File: src/rtl/counter.sv
// Free-running modulo-MODULUS up-counter advancing by STEP on every rising clk edge.
// Asynchronous active-low reset loads RESET_VAL; value comes straight from the count register.
module counter #(
    parameter int     WIDTH     = 4,
    parameter longint MODULUS   = 16,
    parameter longint RESET_VAL = 0,
    parameter longint STEP      = 1
) (
    output logic [WIDTH-1:0] value,
    input  logic             clk,
    input  logic             reset
);

    // Illegal configurations are reported while the design is elaborated.
    if ((WIDTH < 1) || (WIDTH > 32)) begin : g_bad_width
        $error("counter: WIDTH %0d outside 1..32", WIDTH);
    end
    if ((MODULUS < 64'sd2) || (MODULUS > (64'sd1 <<< WIDTH))) begin : g_bad_mod
        $error("counter: MODULUS %0d outside 2..2**WIDTH", MODULUS);
    end
    if ((RESET_VAL < 64'sd0) || (RESET_VAL >= MODULUS)) begin : g_bad_rst
        $error("counter: RESET_VAL %0d must be below MODULUS", RESET_VAL);
    end
    if ((STEP < 64'sd0) || (STEP >= MODULUS)) begin : g_bad_step
        $error("counter: STEP %0d must be below MODULUS", STEP);
    end

    localparam logic [WIDTH:0]   MOD_C   = (WIDTH+1)'(MODULUS);
    localparam logic [WIDTH:0]   STEP_C  = (WIDTH+1)'(STEP);
    localparam logic [WIDTH-1:0] RESET_C = WIDTH'(RESET_VAL);

    logic [WIDTH-1:0] value_q;
    logic [WIDTH-1:0] value_d;
    logic [WIDTH:0]   sum_s;

    // Next count: the extra sum bit keeps the carry when MODULUS equals 2**WIDTH.
    always_comb begin
        sum_s   = {1'b0, value_q} + STEP_C;
        value_d = WIDTH'(sum_s);
        if (sum_s >= MOD_C) begin
            value_d = WIDTH'(sum_s - MOD_C);
        end else begin
            value_d = WIDTH'(sum_s);
        end
    end

    // Count register; reset takes effect immediately and overrides any clock edge.
    always_ff @(posedge clk or negedge reset) begin
        if (!reset) begin
            value_q <= RESET_C;
        end else begin
            value_q <= value_d;
        end
    end

    assign value = value_q;

endmodule

File: config.mk
export PLATFORM = sky130hd
export DESIGN_NAME = counter
export DESIGN_NICKNAME = d
export VERILOG_FILES = /design/src/rtl/counter.sv
export SDC_FILE = /design/constraint.sdc
export NUM_CORES = 1
export LEC_CHECK = 0
export ABC_AREA = 0
export CORE_AREA = 2 2 39 41
export DETAILED_ROUTE_END_ITERATION = 10
export DIE_AREA = 0 0 41 43
export SLEW_MARGIN = 20
export SYNTH_ARGS = -nofsm -noshare
export SYNTH_HDL_FRONTEND = slang
export SYNTH_SLANG_ARGS = --single-unit
File: constraint.sdc
create_clock -name clk -period 1.05 [get_ports clk]
set_input_delay 0.105 -clock clk [delete_from_list [all_inputs] [get_ports clk]]
set_output_delay 0.105 -clock clk [all_outputs]
set_load 0.02 [all_outputs]
==> impl_results.md, run 1 <==
- Post CTS Setup Buffer Count: 0
- Reg2Reg Depth: 3
- Share of cells above drive strength 1: 0.381
- Pre-Repair DR Iteration Count: 1
- Latest clock arrival within the worst-skew pair: 230 ps
- Leakage: 0.141 nW
- Period Utilization, post-route: 0.967
- Met2 Routed Length: 211 um
- Switch Pwr: 0.0586 mW
- Worst IR Drop VDD: 0.195 mV
- Placed cell count: 34
- Pwr Density: 1300 nW/um2
- Die area: 1760 um2
- Initial Util: 0.104
- Max incr delay on CP: 360 ps
- # rows: 14
- Top-level I/O count: 6
- Slew HR: 0.860
- Crit path capture: value[1]
- Clk buf depth: 2
- Worst-path fanout max: 2
- Vias in the first global route: 139
- RSZ-0062 raised after global routing: false
- Met1 Routed Length: 82 um
- Synth unique cells: 6
- Routed wire length: 329 um
- Total of max-cap violations: 0
- Die H: 43 um
- Cell area after synthesis: 144 um2
- First-pass GRT wire length: 510 um
- Critical Path RT: 940 ps
- Cts bufs inserted: 3
- Synth warn: 0
- Initial antenna violation count: 0
- Setup violations, final: 0
- Largest register FFs: 4
- Clock skew: 2.03 ps
- HP Class: primary input to async pin
- Crit Path Class: flip-flop to primary output
- Buffers and inverters on the worst path: 1
- Post-synthesis sequential area ratio: 0.696
- DR vias/cell: 3.22
- Setup crit start: value[1]
- Clock Power Share: 0.532
- Final ANT Viol Nets: 0
- CTS tree: done
- Die width: 41 um
- Int Power: 0.286 mW
- Number of clock sinks: 4
- Gate power share: 0.017
- Largest net degree at the start of global routing: 5
- Worst-Margin Slew: 211 ps
- Final std cells w/o fill: 37
- Area Growth Syn to Fin: 84.3%
- Clock Tree Root: clkbuf_4
- CTS clk-pin slew, worst paths: 40 ps
- GRT Resource Usage Total: 0.0563
- Slowest-stage cell, CP: dfrtp_1
- Critical-path cell list: dlygate4sd2_1
- Slew Limit Fails: 0
- Crit start category: flip-flop
- Outcome: finished, final reports clean
- Final nets: 26
- Vias: 119
- Reg2reg start: value[0]
- Hold Fails Final Rpt: 0
- Seq pwr share: 0.450
- Iter 0 DRT Violations: 0
- Reg-to-reg setup timing slack: 50 ps
- H-tree depth: 1
- Diodes inserted: 0
- WP data arrival: 910 ps
- CP endpoint kind: primary output
- FF-to-FF End: value[2]
- Sw frac: 0.170
- Metal3 WL: 35 um
- Top delay family on crit path: flip-flops
- Critical path depth: 1
- GP Congestion: 0.423
- Min Clock Period, post-route: 1020 ps
- Fin util: 0.192
- Remaining DRCs: 0
- Post-DR wirelength/cell: 8.89 um
- Port bufs: 5
- Hold Buf Count CTS: 0
- Grt ovf: 0
- Cells after synthesis: 9
- Fmax: 0.984 GHz
- Top Metal Used: met3
- Post_cts resized: 5
- Post-Syn Nets: 12
- Yosys reg bits: 4
- Core ar.: 1380 um2
- Synthesized area per cell: 16.0 um2
==> final cells by class <==
| type | count | area (um2) |
|---|---|---|
| multi-input combinational | 4 | 40.0 |
| timing repair buffer | 9 | 78.8 |
| inverter | 1 | 3.75 |
| clock buffer | 3 | 22.5 |
| fill | 155 | 1120 |
| tap | 16 | 20.0 |
| sequential | 4 | 100 |
==> per-stage QoR <==
step | hold WS [ps] | setup slack [ps] | power [mW] | cell area [um2] | setup TNS [ps]
floorplan | -191 | 64.1 | 0.157 | 144 | 0
global placement | 308 | 24.6 | 0.163 | 244 | 0
detailed placement | 322 | -7.99 | 0.163 | 244 | -7.99
CTS | 70.9 | 10.6 | 0.358 | 263 | 0
global route | 81.7 | 0.366 | 0.364 | 265 | 0
finish | 75.5 | 34.2 | 0.344 | 265 | 0
==> power groups by stage <==
stage | sequential [mW] | combinational, mW | clock [mW]
finish | 0.155 | 0.00600 | 0.183
global route | 0.155 | 0.00675 | 0.203
CTS | 0.155 | 0.00627 | 0.197
detailed placement | 0.157 | 0.00625 | 0
global placement | 0.157 | 0.00574 | 0
floorplan | 0.157 | 0.0000000291 | 0
==> synth_stat cells (all sizes together) <==
| cell | instances | area [um2] |
|---|---|---|
| inv | 1 | 3.75 |
| dfrtp | 4 | 100 |
| xor2 | 1 | 8.76 |
| nand3 | 1 | 10.0 |
| xnor2 | 1 | 8.76 |
| ha | 1 | 12.5 |
==> how the worst min path moves through the flow <==
stage	endpoint	slack, ps
after global placement	value[2]	310
after global routing	value[3]	80
final	value[3]	80
after detailed placement	value[1]	320
after floorplan	value[0]	-190
after CTS	value[3]	70
==> per-layer routing <==
metal	vias up	track usage
met2	6	0.0875
met5	-	0
met4	0	0.0800
li1	54	-
met1	59	0.0226
met3	0	0.0471
==> cells by family (layout without fill, tap and decap cells) <==
| family | count (synthesis) | after routing | share of synthesized area |
|---|---|---|---|
| flops | 4 | 4 | 0.696 |
| xor+xnor | 2 | 2 | 0.122 |
| fa+ha+maj | 1 | 1 | 0.0869 |
| simple gates | 1 | 1 | 0.0696 |
| buf+inv | 1 | 13 | 0.0261 |
==> layout by cell type (no fill, tap or decap) <==
master,instances
buf_4,4
dfrtp_1,4
clkbuf_4,3
clkdlybuf4s15_1,3
nand3_2,1
xnor2_1,1
xor2_1,1
inv_1,1
ha_1,1
clkdlybuf4s50_1,1
dlygate4sd2_1,1
(Power assumes the default switching activity.)
==> run 2: changes to the inputs <==
--- a/config.mk
+++ b/config.mk
@@ -7,4 +7,5 @@
 export LEC_CHECK = 0
 export ABC_AREA = 0
+export ABC_CLOCK_PERIOD_IN_PS = 1050
 export CORE_AREA = 2 2 39 41
 export DETAILED_ROUTE_END_ITERATION = 10
==> constraint.sdc (replaced) <==
create_clock -name clk -period 1.05 [get_ports clk]
set_input_delay 0.105 -clock clk [delete_from_list [all_inputs] [get_ports clk]]
set_output_delay 0.105 -clock clk [all_outputs]
set_load 0.05 [all_outputs]
==> run 2 against run 1 <==
Register-to-register slack improved by 90 ps. Cell count fell by 11%. Critical path depth is the same. Critical endpoint is now value[2]. First-iteration DRC count is the same. Maximum frequency is 7.9% higher. Largest cell class unchanged. Global-route usage fell by 0.28 points. Die area is the same. Via count fell by 16%.
==> impl_results.md, run 2 (synthesis gave the netlist of run 1 again) <==
- Clock Power Share: 0.540 (+0.008)
- Top-level I/O count: 6 (unchanged)
- Commonest non-fill, non-tap cell in the layout: buf_12
- Leakage: 0.131 nW (-7.5%)
- Die width: 41 um (unchanged)
- Initial antenna violation count: 0 (unchanged)
- Remaining DRCs: 0 (unchanged)
- H-tree depth: 1 (unchanged)
- Switch Pwr: 0.0642 mW (+9.6%)
- Post CTS Setup Buffer Count: 0 (unchanged)
- Sw frac: 0.183 (+0.0131)
- Crit Path Class: flip-flop to primary output
- Post-DR wirelength/cell: 8.82 um (-0.83%)
- WP data arrival: 840 ps (-70 ps)
- Die area: 1760 um2 (unchanged)
- Fmax: 1.06 GHz (+7.9%)
- Largest net degree at the start of global routing: 5 (unchanged)
- First-pass GRT wire length: 469 um (-8.0%)
- Seq pwr share: 0.443 (-0.007)
- Slew HR: 0.871 (+0.0111)
- Min Hold Slack: 70.4 ps (-5.09 ps)
- Placed cell count: 30 (-12%)
- Pwr Density: 1240 nW/um2 (-4.2%)
- RSZ-0062 raised after global routing: false
- Setup TNS: 0 ps (unchanged)
- Setup violations, final: 0 (unchanged)
- Min Clock Period, post-route: 942 ps (-74.2 ps)
- Area Growth Syn to Fin: 95.7%
- Grt ovf: 0 (unchanged)
- Port bufs: 5 (unchanged)
- Reg2reg start: value[0]
- Crit start category: flip-flop
- Worst-Margin Slew: 194 ps (-17.4 ps)
- Clk buf depth: 2 (unchanged)
- Post_cts resized: 0 (-5)
- Gate power share: 0.017 (about the same)
- Final std cells w/o fill: 33 (-11%)
- GP Congestion: 0.514 (+21%)
- Hold Fails Final Rpt: 0 (unchanged)
- Clock skew: 1.99 ps (-0.0436 ps)
- Pre-Repair DR Iteration Count: 1 (unchanged)
- Diodes inserted: 0 (unchanged)
- Number of clock sinks: 4 (unchanged)
- Most frequent cells in the layout: buf_12, clkbuf_4, dfrtp_2, dfrtp_1
- Setup crit start: value[2]
- Vias: 100 (-16%)
- Iter 0 DRT Violations: 0 (unchanged)
- Clock Tree Root: clkbuf_4
- Initial Util: 0.104 (unchanged)
- Period Utilization, post-route: 0.897 (-0.0707)
- Worst IR Drop VDD: 0.412 mV (+110%)
- Largest register FFs: 4 (unchanged)
- Cts bufs inserted: 3 (unchanged)
- Share of cells above drive strength 1: 0.647 (+0.266)
- Max incr delay on CP: 430 ps (+70 ps)
- Slowest-stage cell, CP: dfrtp_1
- Int Power: 0.286 mW (+0.10%)
- CP endpoint kind: primary output
- Latest clock arrival within the worst-skew pair: 230 ps (about the same)
- Hold Buf Count CTS: 0 (unchanged)
- Critical Path RT: 940 ps (about the same)
- CTS tree: done
- Outcome: finished, final reports clean
- HP Class: primary input to async pin
- Final ANT Viol Nets: 0 (unchanged)
- Routed wire length: 291 um (-12%)
- Top delay family on crit path: flip-flops
- Final nets: 22 (-15%)
- Buffers and inverters on the worst path: 1 (unchanged)
- Slew Limit Fails: 0 (unchanged)
- Critical-path cell list: buf_12
- # rows: 14 (unchanged)
- GRT Resource Usage Total: 0.0535 (-0.00280)
- Total of max-cap violations: 0 (unchanged)
- Vias in the first global route: 122 (-12%)
- Core ar.: 1380 um2 (unchanged)
- Die H: 43 um (unchanged)
- DR vias/cell: 3.03 (-5.8%)
- Worst-path fanout max: 3 (+1)
- CTS clk-pin slew, worst paths: 40 ps (about the same)
==> run 2: cell types whose count changed in the layout (fill, tap and decap cells not counted) <==
cell / change
ha_1: -1
buf_4: -4
clkdlybuf4s15_1: -3
ha_2: +1
buf_12: +4
dfrtp_1: -2
dlygate4sd2_1: -1
dfrtp_2: +2
==> run 2: layer usage <==
layer  vias to the layer above  share of wire  global-route usage
li1                         44              -                   -
met1                        45           0.33              0.0327
met2                         9           0.47              0.0594
met3                         2           0.17              0.0628
met4                         0          0.027              0.0800
met5                         -              0                   0
==> run 2: final timing paths <==
| check | endpoint | slack [ps] | cells past startpoint |
|---|---|---|---|
| max in group asynchronous | value[0] | 800 | 1 |
| min in group clk | value[0] | 510 | 1 |
| min | value[3] | 70 | 1 |
| max reg2reg | value[2] | 140 | 2 |
| max | value[2] | 110 | 1 |
| min reg2reg | value[0] | 510 | 1 |
==> run 2: cell type report <==
cell class              instances  area (um2)
well taps                      16        20.0
repair buffers                  5        90.1
fillers                       154        1100
clock buffers                   3        22.5
inverters                       1        3.75
flip-flops and latches          4         103
multi-input cells               4        42.5
==> run 2: through the flow <==
step / power [mW] / cell area, um2 / setup slack (ps) / util
floorplan: 0.157 / 149 / 12.2 / -
finish: 0.350 / 282 / 108 / 0.203
global route: 0.375 / 282 / 81.2 / 0.203
detailed placement: 0.163 / 259 / 138 / 0.187
CTS: 0.361 / 282 / 87.9 / 0.203
global placement: 0.163 / 259 / 156 / 0.187
==> run 2: power by group through the flow <==
| stage | Combinational (mW) | Sequential, mW | Clock, mW |
|---|---|---|---|
| 2_1_floorplan | 0.0000000280 | 0.157 | 0 |
| 3_5_place_dp | 0.00613 | 0.157 | 0 |
| 6_report | 0.00599 | 0.155 | 0.189 |
| 5_1_grt | 0.00662 | 0.155 | 0.214 |
| 4_1_cts | 0.00621 | 0.155 | 0.200 |
| 3_3_place_gp | 0.00592 | 0.157 | 0 |
